### src/rtl/wb_ram_responder.sv
// wb_ram_responder: Wishbone responder over a 2^AW x RW-bit RAM; WB_RESP_ADDR_ERR_EN flags nonzero upper address bits with wb_err.
// Latency: strobe sampled -> ack registered after WAIT wait states; one beat every WAIT+2 cycles with stb held.
// Backpressure: master holds stb until ack/err; dropping wb_cyc before RESP abandons the beat with no side effects.
`ifndef RW
`define RW 16
`endif

module wb_ram_responder #(
  parameter int AW   = 8,
  parameter int WAIT = 1
) (
  input  logic           i_clk,
  input  logic           i_rst_n,
  input  logic           wb_cyc,
  input  logic           wb_stb,
  input  logic           wb_we,
  input  logic [`RW-1:0] wb_adr,
  input  logic [`RW-1:0] wb_i_dat,
  input  logic [1:0]     wb_sel,
  output logic [`RW-1:0] wb_o_dat,
  output logic           wb_ack,
  output logic           wb_err
);

  if (WAIT < 0 || WAIT > 15) begin : g_bad_wait
    $error("wb_ram_responder: WAIT=%0d outside 0..15", WAIT);
  end
  if (AW < 1 || AW > `RW) begin : g_bad_aw
    $error("wb_ram_responder: AW=%0d outside 1..RW", AW);
  end

  localparam logic [3:0] WAIT_CNT = 4'(WAIT);

  typedef enum logic [1:0] {
    S_IDLE = 2'd0,
    S_WAIT = 2'd1,
    S_RESP = 2'd2
  } state_t;

  state_t          state;
  state_t          state_nxt;
  logic [3:0]      cnt;
  logic            req;
  logic            commit;

  logic [AW-1:0]   adr_q;
  logic            we_q;
  logic [`RW-1:0]  dat_q;
  logic [1:0]      sel_q;
  logic            bad_q;

  logic [AW-1:0]   cur_adr;
  logic            cur_we;
  logic [`RW-1:0]  cur_dat;
  logic [1:0]      cur_sel;
  logic            cur_bad;
  logic            bad_live;

  logic [`RW-1:0]  mem [2**AW];

  assign req = wb_cyc & wb_stb;

`ifdef WB_RESP_ADDR_ERR_EN
  if (AW < `RW) begin : g_adr_chk
    assign bad_live = |wb_adr[`RW-1:AW];
  end else begin : g_adr_full
    assign bad_live = 1'b0;
  end
`else
  // Upper address bits alias onto the RAM; they are deliberately ignored.
  logic unused_adr_hi;
  assign unused_adr_hi = ^wb_adr;
  assign bad_live      = 1'b0;
`endif

  // With WAIT == 0 the RESP entry edge is also the sampling edge, so the live bus stands in for the latch.
  always_comb begin
    cur_adr = adr_q;
    cur_we  = we_q;
    cur_dat = dat_q;
    cur_sel = sel_q;
    cur_bad = bad_q;
    if (state == S_IDLE) begin
      cur_adr = wb_adr[AW-1:0];
      cur_we  = wb_we;
      cur_dat = wb_i_dat;
      cur_sel = wb_sel;
      cur_bad = bad_live;
    end
  end

  // The beat commits on the edge that enters RESP; reset vetoes it.
  assign commit = i_rst_n & (state_nxt == S_RESP);

  always_ff @(posedge i_clk or negedge i_rst_n) begin
    if (!i_rst_n) begin
      state <= S_IDLE;
    end else begin
      state <= state_nxt;
    end
  end

  always_comb begin
    state_nxt = state;
    case (state)
      S_IDLE: begin
        if (req) begin
          state_nxt = (WAIT == 0) ? S_RESP : S_WAIT;
        end
      end
      S_WAIT: begin
        if (!wb_cyc) begin
          state_nxt = S_IDLE;
        end else if (cnt == 4'd1) begin
          state_nxt = S_RESP;
        end
      end
      S_RESP:  state_nxt = S_IDLE;
      default: state_nxt = S_IDLE;
    endcase
  end

  always_comb begin
    wb_ack = 1'b0;
    wb_err = 1'b0;
    if (state == S_RESP) begin
      wb_ack = ~bad_q;
      wb_err = bad_q;
    end
  end

  always_ff @(posedge i_clk or negedge i_rst_n) begin
    if (!i_rst_n) begin
      cnt   <= 4'd0;
      adr_q <= '0;
      we_q  <= 1'b0;
      dat_q <= '0;
      sel_q <= 2'b00;
      bad_q <= 1'b0;
    end else if (state == S_IDLE && req) begin
      cnt   <= WAIT_CNT;
      adr_q <= wb_adr[AW-1:0];
      we_q  <= wb_we;
      dat_q <= wb_i_dat;
      sel_q <= wb_sel;
      bad_q <= bad_live;
    end else if (state == S_WAIT) begin
      cnt <= cnt - 4'd1;
    end
  end

  always_ff @(posedge i_clk) begin
    if (commit && cur_we && !cur_bad) begin
      if (cur_sel[0]) mem[cur_adr][7:0]  <= cur_dat[7:0];
      if (cur_sel[1]) mem[cur_adr][15:8] <= cur_dat[15:8];
    end
  end

  always_ff @(posedge i_clk or negedge i_rst_n) begin
    if (!i_rst_n) begin
      wb_o_dat <= '0;
    end else if (commit && !cur_we && !cur_bad) begin
      wb_o_dat <= mem[cur_adr];
    end
  end

endmodule

### config.mk
export PLATFORM = sky130hd
export DESIGN_NAME = wb_ram_responder
export DESIGN_NICKNAME = d
export VERILOG_FILES = /design/src/rtl/wb_ram_responder.sv
export SDC_FILE = /design/constraint.sdc
export NUM_CORES = 2
export LEC_CHECK = 0
export BUFFER_PORTS_ARGS = -buffer_cell sky130_fd_sc_hd__buf_4
export CORE_ASPECT_RATIO = 0.8
export CORE_MARGIN = 5
export CORE_UTILIZATION = 56
export DETAILED_ROUTE_END_ITERATION = 10
export HOLD_SLACK_MARGIN = 0.12
export PLACE_DENSITY = 0.74
export SETUP_SLACK_MARGIN = 0.2
export SYNTH_ARGS = -nofsm -noshare
export SYNTH_HDL_FRONTEND = slang
export SYNTH_SLANG_ARGS = --single-unit
export TNS_END_PERCENT = 30
### constraint.sdc
create_clock -name i_clk -period 5.7 [get_ports i_clk]
set_input_delay 0.57 -clock i_clk [delete_from_list [all_inputs] [get_ports i_clk]]
set_output_delay 0.57 -clock i_clk [all_outputs]
set_load 0.005 [all_outputs]
; Yosys cells after proc, flatten, opt, wreduce, memory -nomap -nowiden
; Memory sizes are Yosys's and may differ from the RTL's. A register that Yosys moved wholly into a read port is not among the register bits.
; Index checks and enable logic that the tools add are counted.
[op_classes]
mux = 17
reduce_logical = 7
n_addsub = 1
n_bitwise = 2
n_eq_ne = 4
[op_table]
columns = operator, count
row1 = 2-to-1 mux 16 bit, 1
row2 = 2-to-1 mux 1 bit, 8
row3 = 2-to-1 mux 2 bit, 4
row4 = 2-to-1 mux 4 bit, 2
row5 = 2-to-1 mux 8 bit, 1
row6 = "== test 2 bit, second input constant", 2
row7 = "== test 4 x 1 -> 1 bit, second input constant", 1
row8 = one-hot mux 2 bit (2 select lines), 1
row9 = "subtractor 4 x 1 -> 4 bit, second input constant", 1
row10 = logical AND 1 bit, 3
row11 = bitwise AND 1 bit, 2
row12 = "== test 2 x 1 -> 1 bit, second input constant", 1
row13 = zero test 1 bit, 2
row14 = zero test 2 bit, 1
row15 = nonzero test 2 bit, 1
[word_totals]
inputBits = 39
ff_bits = 33
ramBits = 4096
out_inout_bits = 18
n_memories = 1
[memory_table]
columns = name, depth, word_bits, rd, rd_ports_with_merged_regs, wr, line_no
row1 = mem, 256, 16, 1, 1, 1, 59  ; logic [`RW-1:0] mem [2**AW];

; Longest topological paths before layout
[depth]
ltp_word = 9
depth_mapped = 13
mapped_depth_nobuf = 9

; Worst setup path before layout
; OpenSTA, ideal clock, no wires.
[synth_timing]
path_kind = register to register
start = reg state[1]
end = mem mem[0][10] in the netlist's numbering (data pin)
required_ns = 4.877
path_stages_with_launch = 9
slack_ns = -0.067
t_arrival_ns = 4.945
setup_ns = 0.823
n_path_buf = 5
path_cell_list = dfrtp_1 -> buf_4 -> nor2_4 -> buf_2 -> clkbuf_1 -> buf_1 -> buf_1 -> nand2_1 -> nand2_1
[synth_between]
elab_chain_len = 2
[synth_rtl]
columns = item, line_no
row1 = start: declaration, 40  ; state_t state;
row2 = start signal: assignment, 99  ; state <= state_nxt;
row3 = zero test 2 bit, 83  ; if (state == S_IDLE) begin
row4 = 2-to-1 mux 16 bit, 83
row5 = via cur_dat[10], 54  ; logic [`RW-1:0] cur_dat;
row6 = end: declaration, 59
; The timed path passes the listed nets, and every way through them passes these cells.

; Worst setup path after layout
[layout_timing]
start = reg state[1]
end = reg wb_o_dat[14] (read register of mem)
[layout_between]
elab_chain_len = 6
word_cells_on_any_way = 12
[layout_rtl]
columns = item, line_no
row1 = 2-to-1 mux 2 bit, 114  ; end else if (cnt == 4'd1) begin
row2 = 2-to-1 mux 2 bit, 112  ; if (!wb_cyc) begin
row3 = one-hot mux 2 bit (2 select lines), 105  ; case (state)
row4 = == test 2 bit, 93  ; assign commit = i_rst_n & (state_nxt == S_RESP);
row5 = bitwise AND 1 bit, 93
row6 = logical AND 1 bit, 162  ; end else if (commit && !cur_we && !cur_bad) begin
row7 = end: declaration, 20  ; output logic [`RW-1:0] wb_o_dat,
; Several ways; a longest one is shown, not always the timed one.
; A chain may end at the register's enable or synchronous reset.

==> impl_metrics.csv <==
group,metric,value,unit
worst_setup_path,crit_start,"state[1]$_DFF_PN0_",
placed_design,gp_congestion,0.8701,
timing,finalClockSkew,0.04853,ns
timing,finalSetupViolCount,0,
logic_synthesis,ys.flop_type,"edfxtp_1",
grt,grt_pass1_vias,86310,
logic_synthesis,synth_area,0.1542,mm²
worst_setup_path,reg2reg_to,"wb_o_dat[14]$_DFFE_PN0P_",
cells_and_area,final_cell_mix,"edfxtp_1 (4096), a22oi_1 (1856), a21oi_1 (946)",
logic_synthesis,synth_warnings,0,
clock_tree,cts_made_buffers,373,
worst_setup_path,cp.required,6.44,ns
worst_setup_path,critical_path_arrival,6.12,ns
power,powerDensity,448.6,mW/mm²
worst_hold_path,hold_path_class,"primary input to flip-flop",
logic_synthesis,synth_simple_gate_area_share,0.02084,
worst_setup_path,crit_path_end,"wb_o_dat[14]$_DFFE_PN0P_",
floorplan,rows,172,
detailed_routing,drt_wl_total,400900,µm
logic_synthesis,ys_seq_elements,4145,
detailed_routing,wire_per_inst,30.73,µm
cells_and_area,layout_commonest_cell,"edfxtp_1",
clock_tree,htreeDepth,5,
logic_synthesis,synth_edf_count,4096,
clock_tree,clk_pin_slew,0.07,ns
cells_and_area,layout.nets,9124,
detailed_routing,dr.pass1.iters,6,
logic_synthesis,synth_compound_area_frac,0.1519,
grt,grt_max_degree,189,
logic_synthesis,synthArstFlopShare,0.01182,
logic_synthesis,synthCells,9031,
floorplan,initial_utilization,0.5618,
clock_tree,cts.path.max_buffers,4,
floorplan,core,0.2744,mm²
clock_tree,postCtsSetupRepairBufs,0,
status,violations,"max-capacitance violations",
worst_setup_path,start_kind,"flip-flop",
placed_design,dp_hpwl,234700,µm
worst_setup_path,r2r_start,"state[1]$_DFF_PN0_",
logic_synthesis,synth_xor_area_frac,0.0001704,
timing,final.min_clock_period,5.381,ns
worst_setup_path,critPathKind,"flip-flop to flip-flop",
placed_design,postPlaceCellArea,0.1593,mm²
cells_and_area,n_fill_cell,18330,
status,outcome,"finished, violations left",
power,leakagePower,0.05155,µW
floorplan,die_y,479.3,µm
detailed_routing,antenna_left,0,
worst_setup_path,r2r_cells,10,
grt,track_usage,0.2748,
logic_synthesis,synth_top_family_by_area,"compound AO/OA/AOI/OAI gates",
detailed_routing,drtIter0Drc,14000,
cells_and_area,design_area,0.1716,mm²
cells_and_area,drive_gt1_frac,0.09759,
timing,final-hold-violation-count,0,
timing,period_share,0.9441,
grt,gr-total-overflow,0,
placed_design,portBuffers,47,
logic_synthesis,yosysUniqueCellTypes,49,
timing,fmax,185.8,MHz
grt,antenna_found_initial,20,
detailed_routing,drc,0,
logic_synthesis,post_synth_fa_ha_maj_area_fraction,0.0001623,
floorplan,die_area,0.2859,mm²
logic_synthesis,yosys-mux-area-fraction,0,
worst_setup_path,r2r_setup_slack,0.32,ns
detailed_routing,vias_per_cell,6.852,
detailed_routing,vias,89380,
logic_synthesis,synthesis.nets,9072,
grt,grt_pass1_wl,584800,µm
logic_synthesis,syn_area_per_cell,17.07,µm²
timing,rsz0062_at_grt,"false",
timing,fin_tns_setup,0,ns
timing,relSlewSlack,0.01108,
power,vdd_ir_drop_max,0.3509,mV
cells_and_area,area_growth,11.31,%
worst_setup_path,critPathMaxFanout,26,
clock_tree,cts-root-buf,"clkbuf_16",
run,maxCapViolCount,1,
timing,worst_pin_slew,1.478,ns
floorplan,die_w,596.6,µm
floorplan,io_pins,57,
clock_tree,numClockSinks,4145,
timing,slew_viol_final,0,
clock_tree,insertion_delay,0.92,ns
worst_setup_path,cp-end-kind,"flip-flop",
logic_synthesis,yosysSeqAreaShare,0.8058,
clock_tree,cts_tree,"built",
==> cell usage after synthesis, drive strengths merged, types with 4 or more instances <==
library cell | n | share of area
clkbuf | 271 | 0.0066
a41oi | 32 | 0.0018
nor2 | 531 | 0.013
nand3b | 4 | 0.00019
nor4 | 20 | 0.00081
a22oi | 1856 | 0.090
nand3 | 13 | 0.00042
a21oi | 946 | 0.031
nand4 | 17 | 0.00069
edfxtp | 4096 | 0.80
nand2b | 5 | 0.00020
buf | 427 | 0.014
a2111oi | 9 | 0.00051
a221oi | 96 | 0.0055
a22o | 96 | 0.0055
o41ai | 214 | 0.012
dfrtp | 49 | 0.0080
nor3 | 8 | 0.00026
o21ai | 43 | 0.0015
inv | 6 | 0.00015
a41o | 6 | 0.00039
a31oi | 11 | 0.00078
o31ai | 4 | 0.00023
nand2 | 190 | 0.0046
o22ai | 57 | 0.0023
==> kinds of logic after synthesis <==
| kind of cell | Yosys count |
|---|---|
| AND/OR/NAND/NOR | 802 |
| adder cells (fa/ha/maj) | 2 |
| AO/OA/AOI/OAI | 3374 |
| other | 1 |
| buffers and inverters | 704 |
| XOR/XNOR | 3 |
| flip-flops | 4145 |
==> how the worst min path moves through the flow <==
stage,start,end,slack [ns],cells past startpoint
floorplan,i_rst_n,adr_q[0]$_DFFE_PN0P_,0.27,0
global placement,dat_q[13]$_DFFE_PN0P_,dat_q[13]$_DFFE_PN0P_,0.47,2
detailed placement,dat_q[14]$_DFFE_PN0P_,dat_q[14]$_DFFE_PN0P_,0.47,2
CTS,wb_stb,cnt[0]$_DFFE_PN0P_,0.14,4
global route,wb_stb,cnt[0]$_DFFE_PN0P_,0.21,4
finish,wb_stb,cnt[0]$_DFFE_PN0P_,0.19,4
==> cell type report <==
type | instances | area [µm²] | area share
Multi-Input combinational cell | 4182 | 27010 | 0.1574
Tap cell | 3654 | 4572 | 0.02664
Inverter | 6 | 22.52 | 0.0001313
Sequential cell | 4145 | 124200 | 0.7240
Timing Repair Buffer | 375 | 3801 | 0.02215
Clock inverter | 220 | 2130 | 0.01241
Antenna cell | 4 | 10.01 | 0.00005834
Clock buffer | 458 | 9812 | 0.05718
==> worst max-delay path, cell delays in order, from the launching register on <==
cell and delay (ns):
dfrtp_1 0.47, nor2_4 0.70, nor3b_1 0.18, a31oi_4 0.91
buf_12 0.30, buf_4 0.22, a21oi_1 0.06, o41ai_1 1.16
a41oi_1 0.67, a21oi_1 0.42, a31oi_1 0.12
==> what timing repair did <==
item,CTS,global route
hold endpoints to repair,78,0
setup endpoints to repair,0,1
resized for setup,0,1
hold buffers,29,0
==> sequential cells by signal, indices dropped and copies added, names as in the netlist <==
register	flops
mem	4096
cnt	4
state	2
adr_q	8
dat_q	16
we_q	1
wb_o_dat	16
sel_q	2
==> metrics by stage <==
stage | util | total power (µW) | worst slack (ns) | hold WS, ns | instances
2_1_floorplan | - | 46440 | 0.2287 | 0.2744 | 9031
3_3_place_gp | 0.5807 | 51880 | 0.5094 | 0.4700 | 12330
3_5_place_dp | 0.5807 | 52340 | 0.4950 | 0.4665 | 12330
4_1_cts | 0.6253 | 76750 | 0.4625 | 0.1381 | 13040
5_1_grt | 0.6253 | 79130 | 0.2189 | 0.2051 | 13040
6_report | 0.6253 | 76970 | 0.3186 | 0.1897 | 13040
==> report_power, final <==
| part | switching [µW] | internal, µW |
|---|---|---|
| logic | 11500 | 3840 |
| registers | 179 | 36500 |
| clock network | 10900 | 14000 |
==> metal layers <==
metal / global-route usage / wire, µm
met4: 0.09727 / 15960
met3: 0.07267 / 55700
met5: 0 / 41
met1: 0.3995 / 149300
met2: 0.4074 / 179900
No activity file was read; power rests on OpenSTA's default activity.
